<file path="config.mk">
export PLATFORM = sky130hd
export DESIGN_NAME = pulse_ramp
export DESIGN_NICKNAME = d
export VERILOG_FILES = /design/src/rtl/pulse_ramp.sv
export SDC_FILE = /design/constraint.sdc
export NUM_CORES = 1
export LEC_CHECK = 0
export CORE_MARGIN = 4
export CORE_UTILIZATION = 35
export CTS_CLUSTER_DIAMETER = 60
export CTS_CLUSTER_SIZE = 8
export DETAILED_ROUTE_END_ITERATION = 16
export GPL_TIMING_DRIVEN = 0
export PLACE_DENSITY_LB_ADDON = 0.3
export SLEW_MARGIN = 20
export SYNTH_ARGS = -nofsm -noshare
export SYNTH_HDL_FRONTEND = slang
export SYNTH_SLANG_ARGS = --single-unit
export TNS_END_PERCENT = 50
</file>
<file path="constraint.sdc">
create_clock -name clk -period 5.4 [get_ports clk]
set_input_delay 1.08 -clock clk [delete_from_list [all_inputs] [get_ports clk]]
set_output_delay 1.08 -clock clk [all_outputs]
set_load 0.01 [all_outputs]
</file>
<file path="src/rtl/pulse_ramp.sv">
// Period ramp controller: walks a pulse period from an idle value down to a
// cruise target and back, one step per downstream tick.
module pulse_ramp #(
   parameter logic [31:0] START_TIME = 32'd2000000,
   parameter logic [31:0] MIN_TIME   = 32'd1000
) (
   input  logic        clk,
   input  logic        rst,
   input  logic        tick,
   input  logic        start,
   input  logic        stop,
   input  logic [31:0] target_time,
   input  logic [15:0] step,
   output logic [31:0] pulse_time,
   output logic        busy,
   output logic        at_speed,
   output logic        done
);

   localparam logic [1:0] S_IDLE   = 2'd0;
   localparam logic [1:0] S_ACCEL  = 2'd1;
   localparam logic [1:0] S_CRUISE = 2'd2;
   localparam logic [1:0] S_DECEL  = 2'd3;

   logic [1:0]  r_state;
   logic [31:0] r_pulse;
   logic [31:0] r_tgt;
   logic [31:0] r_step;
   logic        r_busy;
   logic        r_at_speed;
   logic        r_done;

   logic [1:0]  w_state_nxt;
   logic [31:0] w_pulse_nxt;
   logic [31:0] w_tgt_nxt;
   logic [31:0] w_step_nxt;
   logic [31:0] w_tgt_in;
   logic [31:0] w_step_in;
   logic [32:0] w_gap_dn;
   logic [32:0] w_gap_up;
   logic [32:0] w_step33;
   logic        w_dn_room;
   logic        w_up_room;
   logic        w_accept;

   always_comb begin
      w_tgt_in = target_time;
      if (target_time < MIN_TIME)
         w_tgt_in = MIN_TIME;
      else if (target_time > START_TIME)
         w_tgt_in = START_TIME;
   end

   assign w_step_in = (step == 16'd0) ? 32'd1 : {16'd0, step};
   assign w_accept  = start && !stop;

   // Distances to either end are taken in 33 bits so a step larger
   // than the remaining gap saturates instead of wrapping.
   assign w_step33  = {1'b0, r_step};
   assign w_gap_dn  = {1'b0, r_pulse} - {1'b0, r_tgt};
   assign w_gap_up  = {1'b0, START_TIME} - {1'b0, r_pulse};
   assign w_dn_room = w_gap_dn > w_step33;
   assign w_up_room = w_gap_up > w_step33;

   always_comb begin
      w_state_nxt = r_state;
      w_pulse_nxt = r_pulse;
      w_tgt_nxt   = r_tgt;
      w_step_nxt  = r_step;
      unique case (r_state)
         S_IDLE: begin
            w_pulse_nxt = START_TIME;
            if (w_accept) begin
               w_tgt_nxt   = w_tgt_in;
               w_step_nxt  = w_step_in;
               w_state_nxt = S_ACCEL;
            end
         end
         S_ACCEL: begin
            if (stop) begin
               w_state_nxt = S_DECEL;
            end else if (tick) begin
               if (w_dn_room) begin
                  w_pulse_nxt = r_pulse - r_step;
               end else begin
                  w_pulse_nxt = r_tgt;
                  w_state_nxt = S_CRUISE;
               end
            end
         end
         S_CRUISE: begin
            if (stop)
               w_state_nxt = S_DECEL;
         end
         S_DECEL: begin
            if (tick) begin
               if (w_up_room) begin
                  w_pulse_nxt = r_pulse + r_step;
               end else begin
                  w_pulse_nxt = START_TIME;
                  w_state_nxt = S_IDLE;
               end
            end
         end
         default: begin
            w_state_nxt = S_IDLE;
            w_pulse_nxt = START_TIME;
         end
      endcase
   end

   always_ff @(posedge clk or posedge rst) begin
      if (rst) begin
         r_state    <= S_IDLE;
         r_pulse    <= START_TIME;
         r_tgt      <= 32'd0;
         r_step     <= 32'd0;
         r_busy     <= 1'b0;
         r_at_speed <= 1'b0;
         r_done     <= 1'b0;
      end else begin
         r_state    <= w_state_nxt;
         r_pulse    <= w_pulse_nxt;
         r_tgt      <= w_tgt_nxt;
         r_step     <= w_step_nxt;
         r_busy     <= (w_state_nxt != S_IDLE);
         r_at_speed <= (w_state_nxt == S_CRUISE);
         r_done     <= (r_state == S_DECEL) && (w_state_nxt == S_IDLE);
      end
   end

   assign pulse_time = r_pulse;
   assign busy       = r_busy;
   assign at_speed   = r_at_speed;
   assign done       = r_done;

endmodule

</file>
Word-level counts from Yosys, hierarchy flattened --
Index checks and enable logic that the tools add are counted.
Operators by class: magnitude comparators 4, $add $sub $neg 4, reductions and logical operators 10, eq/ne operators 7, mux-type cells 17
Operators with widths (count):
- 2-to-1 mux 32 bit | 7
- one-hot mux 32 bit (3 select lines) | 1
- greater-than comparator 33 x 32 -> 1 bit | 2
- subtractor 21 x 32 -> 33 bit (first input constant) | 1
- subtractor 32 x 32 -> 33 bit | 1
- adder 32 bit | 1
- greater-than comparator 32 x 21 -> 1 bit (second input constant) | 1
- less-than comparator 32 x 10 -> 1 bit (second input constant) | 1
- subtractor 32 bit | 1
- zero test 16 bit | 1
- 2-to-1 mux 16 bit | 1
- 2-to-1 mux 2 bit | 7
- one-hot mux 2 bit (4 select lines) | 1
- equality test 2 bit (second input constant) | 3
- != test 2 bit (second input constant) | 3
- zero test 2 bit | 2
- AND reduction 4 bit | 1
- nonzero test 3 bit | 1
- equality test 2 x 1 -> 1 bit (second input constant) | 1
- logical AND 1 bit | 2
- AND reduction 2 bit | 1
- nonzero test 2 bit | 1
- zero test 1 bit | 1
Word-level totals: flip-flop bits (word level) 101, input port bits 53

Logic depth before layout (Yosys ltp) --
word-level depth 8, mapped depth 23

Least setup slack after synthesis --
No wires, ideal clock.
path kind reg2reg, from reg r_pulse[0] (netlist: pulse_time[0]), to reg r_pulse[9] (netlist: pulse_time[9]), setup slack 471 ps, buffers on the path 1, stages on the path, launching flop included 22, period minus slack after synthesis 4929 ps, arrival 4803 ps, cells stage by stage dfrtp_1 > inv_1 > ha_1 > fa_1 > nand2b_1 > a21oi_1 > o21ba_1 > a21oi_1 > xnor2_1 > ha_1 > a2111oi_0 > o21ai_1 > o21a_1 > a2111oi_2 > nor2_1 > or4_4 > nor3_2 > and4b_4 > nand2_8 > buf_8 > mux2i_1 > a221o_1
On the way: longest elaborated chain between the ends 6, elaborated cells on any way between the ends 12, those cells by class 4 x add/sub; 2 x order compare; 6 x mux
Ends and longest elaborated chain:
- start, declared | line 26 | logic [31:0] r_pulse;
- start signal, assigned | line 123 | r_pulse <= w_pulse_nxt;
- subtractor 32 x 32 -> 33 bit | line 60 | assign w_gap_dn = {1'b0, r_pulse} - {1'b0, r_tgt};
- greater-than comparator 33 x 32 -> 1 bit | line 62 | assign w_dn_room = w_gap_dn > w_step33;
- 2-to-1 mux 32 bit | line 83 | if (w_dn_room) begin
- 2-to-1 mux 32 bit | line 82 | end else if (tick) begin
- 2-to-1 mux 32 bit | line 80 | if (stop) begin
- one-hot mux 32 bit (3 select lines) * | line 70 | unique case (r_state)
Mark *: on every way between the ends. The rest lies on a longest branch, timed or not. The select of a mux whose other input is x is not followed. A chain may end at the register's enable or synchronous reset.

Worst setup path in the final report --
Ends and elaborated chain as after synthesis.

==> flow_summary_export.csv <==
group,metric,value,unit
run_status,status,"complete, no violations",
logic_synthesis,synth-edff-count,0,
timing,slew_headroom,30.7,%
critical_path,slowest_delay,0.56,ns
pwr,leakage,0.00491,µW
die,die_h,170,µm
critical_path,worstSetupPathType,"reg -> reg",
routing,firstDrtPassIters,5,
timing,tightest_slew,1.04,ns
die,rows,59,
grt,antenna_found_initial,0,
worst_hold_path,hold_path.class,"reg -> reg",
timing,fin_worst_skew,0.0133,ns
pwr,p_seq_share,18.8,%
clocking,cts_inserted_buffers,9,
pwr,p_per_area,578,mW/mm²
grt,grt_max_degree,66,
placed_design,portBuffers,87,
routing,drc_errors,0,
timing,max_freq,193,MHz
timing,setup_viol_count_final,0,
clocking,htreeDepth,3,
critical_path,critical_path.startpoint_type,"register",
finish,multi_input_area,0.00661,mm²
job,drv_cap,0,
clocking,clock_latency,0.36,ns
logic_synthesis,yosysSeqAreaShare,23.2,%
placed_design,place_congestion,0.919,
timing,rsz0062_at_grt,"no",
worst_hold_path,min_delay_path_depth,2,
die,start_util,35.4,%
clocking,cts_tree,"done",
pwr,power_frac_comb,70.8,%
critical_path,crit_buf_inv,3,
finish,syn2layout_area_growth,19.6,%
routing,drtIter0Drc,669,
critical_path,rr_worst_depth,22,
critical_path,cp-end-kind,"register",
routing,route.vias.total,9281,
routing,antenna_left,0,
routing,drt-vias-per-instance,5.74,
placed_design,hpwlAfterDp,25800,µm
logic_synthesis,netlist_area,0.00921,mm²
finish,drive_above_1_share,7.96,%
worst_hold_path,hp-start,"r_tgt[24]$_DFFE_PP0P_",
pwr,switching_share,50.7,%
worst_hold_path,whs_endpoint,"r_tgt[24]$_DFFE_PP0P_",
finish,final_cell_mix,"94 x nor2_1, 94 x ha_1, 93 x nand2_1",
logic_synthesis,syn-num-nets,1316,
grt,grt_pass1_wl,49600,µm
critical_path,worstPathMaxFanout,10,
pwr,p_switching,3230,µW
finish,fillCellCount,2670,
finish,seqCellArea,0.00214,mm²
finish,fin_nets,1428,
critical_path,path_depth,22,
critical_path,crit_family,"compound AO/OA/AOI/OAI gates",
critical_path,r2r_end,"pulse_time[9]$_DFFE_PP0P_",
logic_synthesis,synthArstFlopShare,100,%
clocking,clockBufferDepth,2,
die,die_area,0.0290,mm²
pwr,peakVddDrop,207,µV
critical_path,path_cells,"inv_1, ha_1, fa_2, nand2b_4, a21oi_4, buf_4, o211a_1, nor2_1, xnor2_1, ha_1, a2111oi_2, o21ai_1, o21a_1, a2111oi_2, nor2_1, or4_4, nor3_2, and4b_4, nand2_8, buf_8, mux2i_1, a221o_1",
timing,timing.final.crit_share,96.2,%
routing,avgRoutedWirePerCell,19.8,µm
logic_synthesis,ys_seq_elements,85,
die,core-area,0.0260,mm²
logic_synthesis,synth_ff_type,"dfrtp_1",
die,dieWidth,170,µm
critical_path,r2r_setup_slack,0.21,ns
clocking,clk_pin_slew,0.07,ns
logic_synthesis,synth_cell_types,85,
critical_path,cpMaxStageDelayCell,"or4_4",
pwr,clock_power_share,10.3,%
logic_synthesis,yosys_warnings,0,
critical_path,regToRegStartpoint,"pulse_time[0]$_DFFE_PP0P_",
routing,finalWirelength,32000,µm
timing,final_max_slew_viol_count,0,
grt,track_usage,21.9,%
finish,fin_util,42.4,%
critical_path,worstPathRequired,5.64,ns
logic_synthesis,avgSynthCellArea,7.91,µm²
timing,min_period,5.19,ns
logic_synthesis,syn_inst,1164,
pwr,intPower,3140,µW
die,io_pins,88,
timing,timing.final.ws_setup,0.206,ns
clocking,cts-root-buf,"clkbuf_16",
timing,hold_viol,0,
grt,grt_pass1_vias,8926,
placed_design,pre_cts_ws,-0.431,ns
clocking,cts_sinks,85,
grt,grt-ovfl-total,0,
critical_path,arrival,5.44,ns
finish,n_antenna_cell,0,
[cells by family after synthesis]
logic type | count (synthesis) | share of synthesized area (%)
compound gates | 380 | 26.9
xor+xnor | 67 | 6.37
fa+ha+maj | 99 | 13.7
buf+inv | 132 | 5.88
flops | 85 | 23.2
mux | 36 | 4.12
simple gates | 365 | 19.9
[state kept, by name (all words and copies together), names as in the netlist]
signal	cells
at_speed	1
pulse_time	32
busy	1
r_tgt	32
r_state	2
done	1
r_step	16
[worst max-delay path by stage]
stage,start,to
after floorplan,pulse_time[0]$_DFFE_PP0P_,pulse_time[9]$_DFFE_PP0P_
after CTS,pulse_time[0]$_DFFE_PP0P_,pulse_time[9]$_DFFE_PP0P_
after global routing,pulse_time[5]$_DFFE_PP0P_,pulse_time[9]$_DFFE_PP0P_
after global placement,pulse_time[1]$_DFFE_PP0P_,pulse_time[9]$_DFFE_PP0P_
final,pulse_time[0]$_DFFE_PP0P_,pulse_time[9]$_DFFE_PP0P_
after detailed placement,pulse_time[1]$_DFFE_PP0P_,pulse_time[2]$_DFFE_PP0P_
[final cells by class]
| type | instances | share of cell area, % |
|---|---|---|
| well taps | 335 | 3.80 |
| plain buffers | 53 | 2.25 |
| clock inverters | 7 | 0.659 |
| repair buffers | 101 | 9.04 |
| multi-input cells | 947 | 60.0 |
| clock buffers | 9 | 2.04 |
| flip-flops and latches | 85 | 19.5 |
| inverters | 79 | 2.74 |
[cell usage after synthesis (7+ instances only)]
| master | count | area share, % |
|---|---|---|
| ha_1 | 96 | 13 |
| nor2_1 | 94 | 3.8 |
| nand2_1 | 93 | 3.8 |
| o21ai_0 | 92 | 5.0 |
| a21oi_1 | 87 | 4.7 |
| dfrtp_1 | 78 | 21 |
| inv_1 | 78 | 3.2 |
| xnor2_1 | 51 | 4.8 |
| clkbuf_1 | 40 | 1.6 |
| nor3_1 | 33 | 1.8 |
| mux2i_1 | 30 | 3.3 |
| a21o_1 | 29 | 2.4 |
| nor4_1 | 21 | 1.4 |
| nand3_1 | 20 | 1.1 |
| o21ai_1 | 17 | 0.92 |
| o21a_1 | 16 | 1.3 |
| xor2_1 | 16 | 1.5 |
| and3_1 | 15 | 1.0 |
| or3_1 | 15 | 1.0 |
| a31oi_1 | 13 | 0.88 |
| nor2b_1 | 13 | 0.88 |
| nand4_1 | 12 | 0.81 |
| nand2b_1 | 11 | 0.75 |
| o211ai_1 | 11 | 0.90 |
| o21bai_1 | 11 | 0.90 |
| a22oi_1 | 9 | 0.73 |
| a211oi_1 | 8 | 0.65 |
| o31ai_1 | 8 | 0.65 |
| buf_2 | 7 | 0.38 |
| dfstp_2 | 7 | 2.0 |
[per-stage QoR]
step / hold slack, ns / total power (µW) / area, µm² / instances / TNS, ns
2_1_floorplan: 0.474 / 4250 / 9210 / 1164 / 0
6_report: 0.537 / 6370 / 11000 / 1616 / 0
3_5_place_dp: 0.523 / 5500 / 10500 / 1587 / -9.54
3_3_place_gp: 0.505 / 5430 / 10500 / 1586 / -9.63
4_1_cts: 0.540 / 6230 / 10900 / 1607 / 0
5_1_grt: 0.554 / 6950 / 11000 / 1616 / 0
[power groups by stage]
stage                     clock network, µW  logic [µW]  registers [µW]
after floorplan                           0        3140            1100
after global placement                    0        4210            1220
after detailed placement                  0        4280            1220
after CTS                               668        4360            1200
after global routing                    696        5020            1230
final                                   659        4510            1200
[worst min-delay path, stage by stage, from the launching register on]
cell	delay [ns]
dfrtp_1	0.38
inv_1	0.08
nor2_1	0.05
[timing repair]
item                       4_1_cts  5_1_grt
buffers inserted                 4        9
gates resized for setup          6       24
pin swaps                        0        3
setup endpoints to repair       35       35
hold buffers                     0        0
[metal layers]
layer | track usage, % | vias up | share of wire, %
met2 | 35.2 | 290 | 45
met3 | 3.00 | 47 | 5.9
met1 | 30.6 | 4459 | 46
li1 | - | 4485 | -
met4 | 6.84 | 0 | 2.5
met5 | 0 | - | 0
Note: power is estimated with default switching activity, not from simulation.
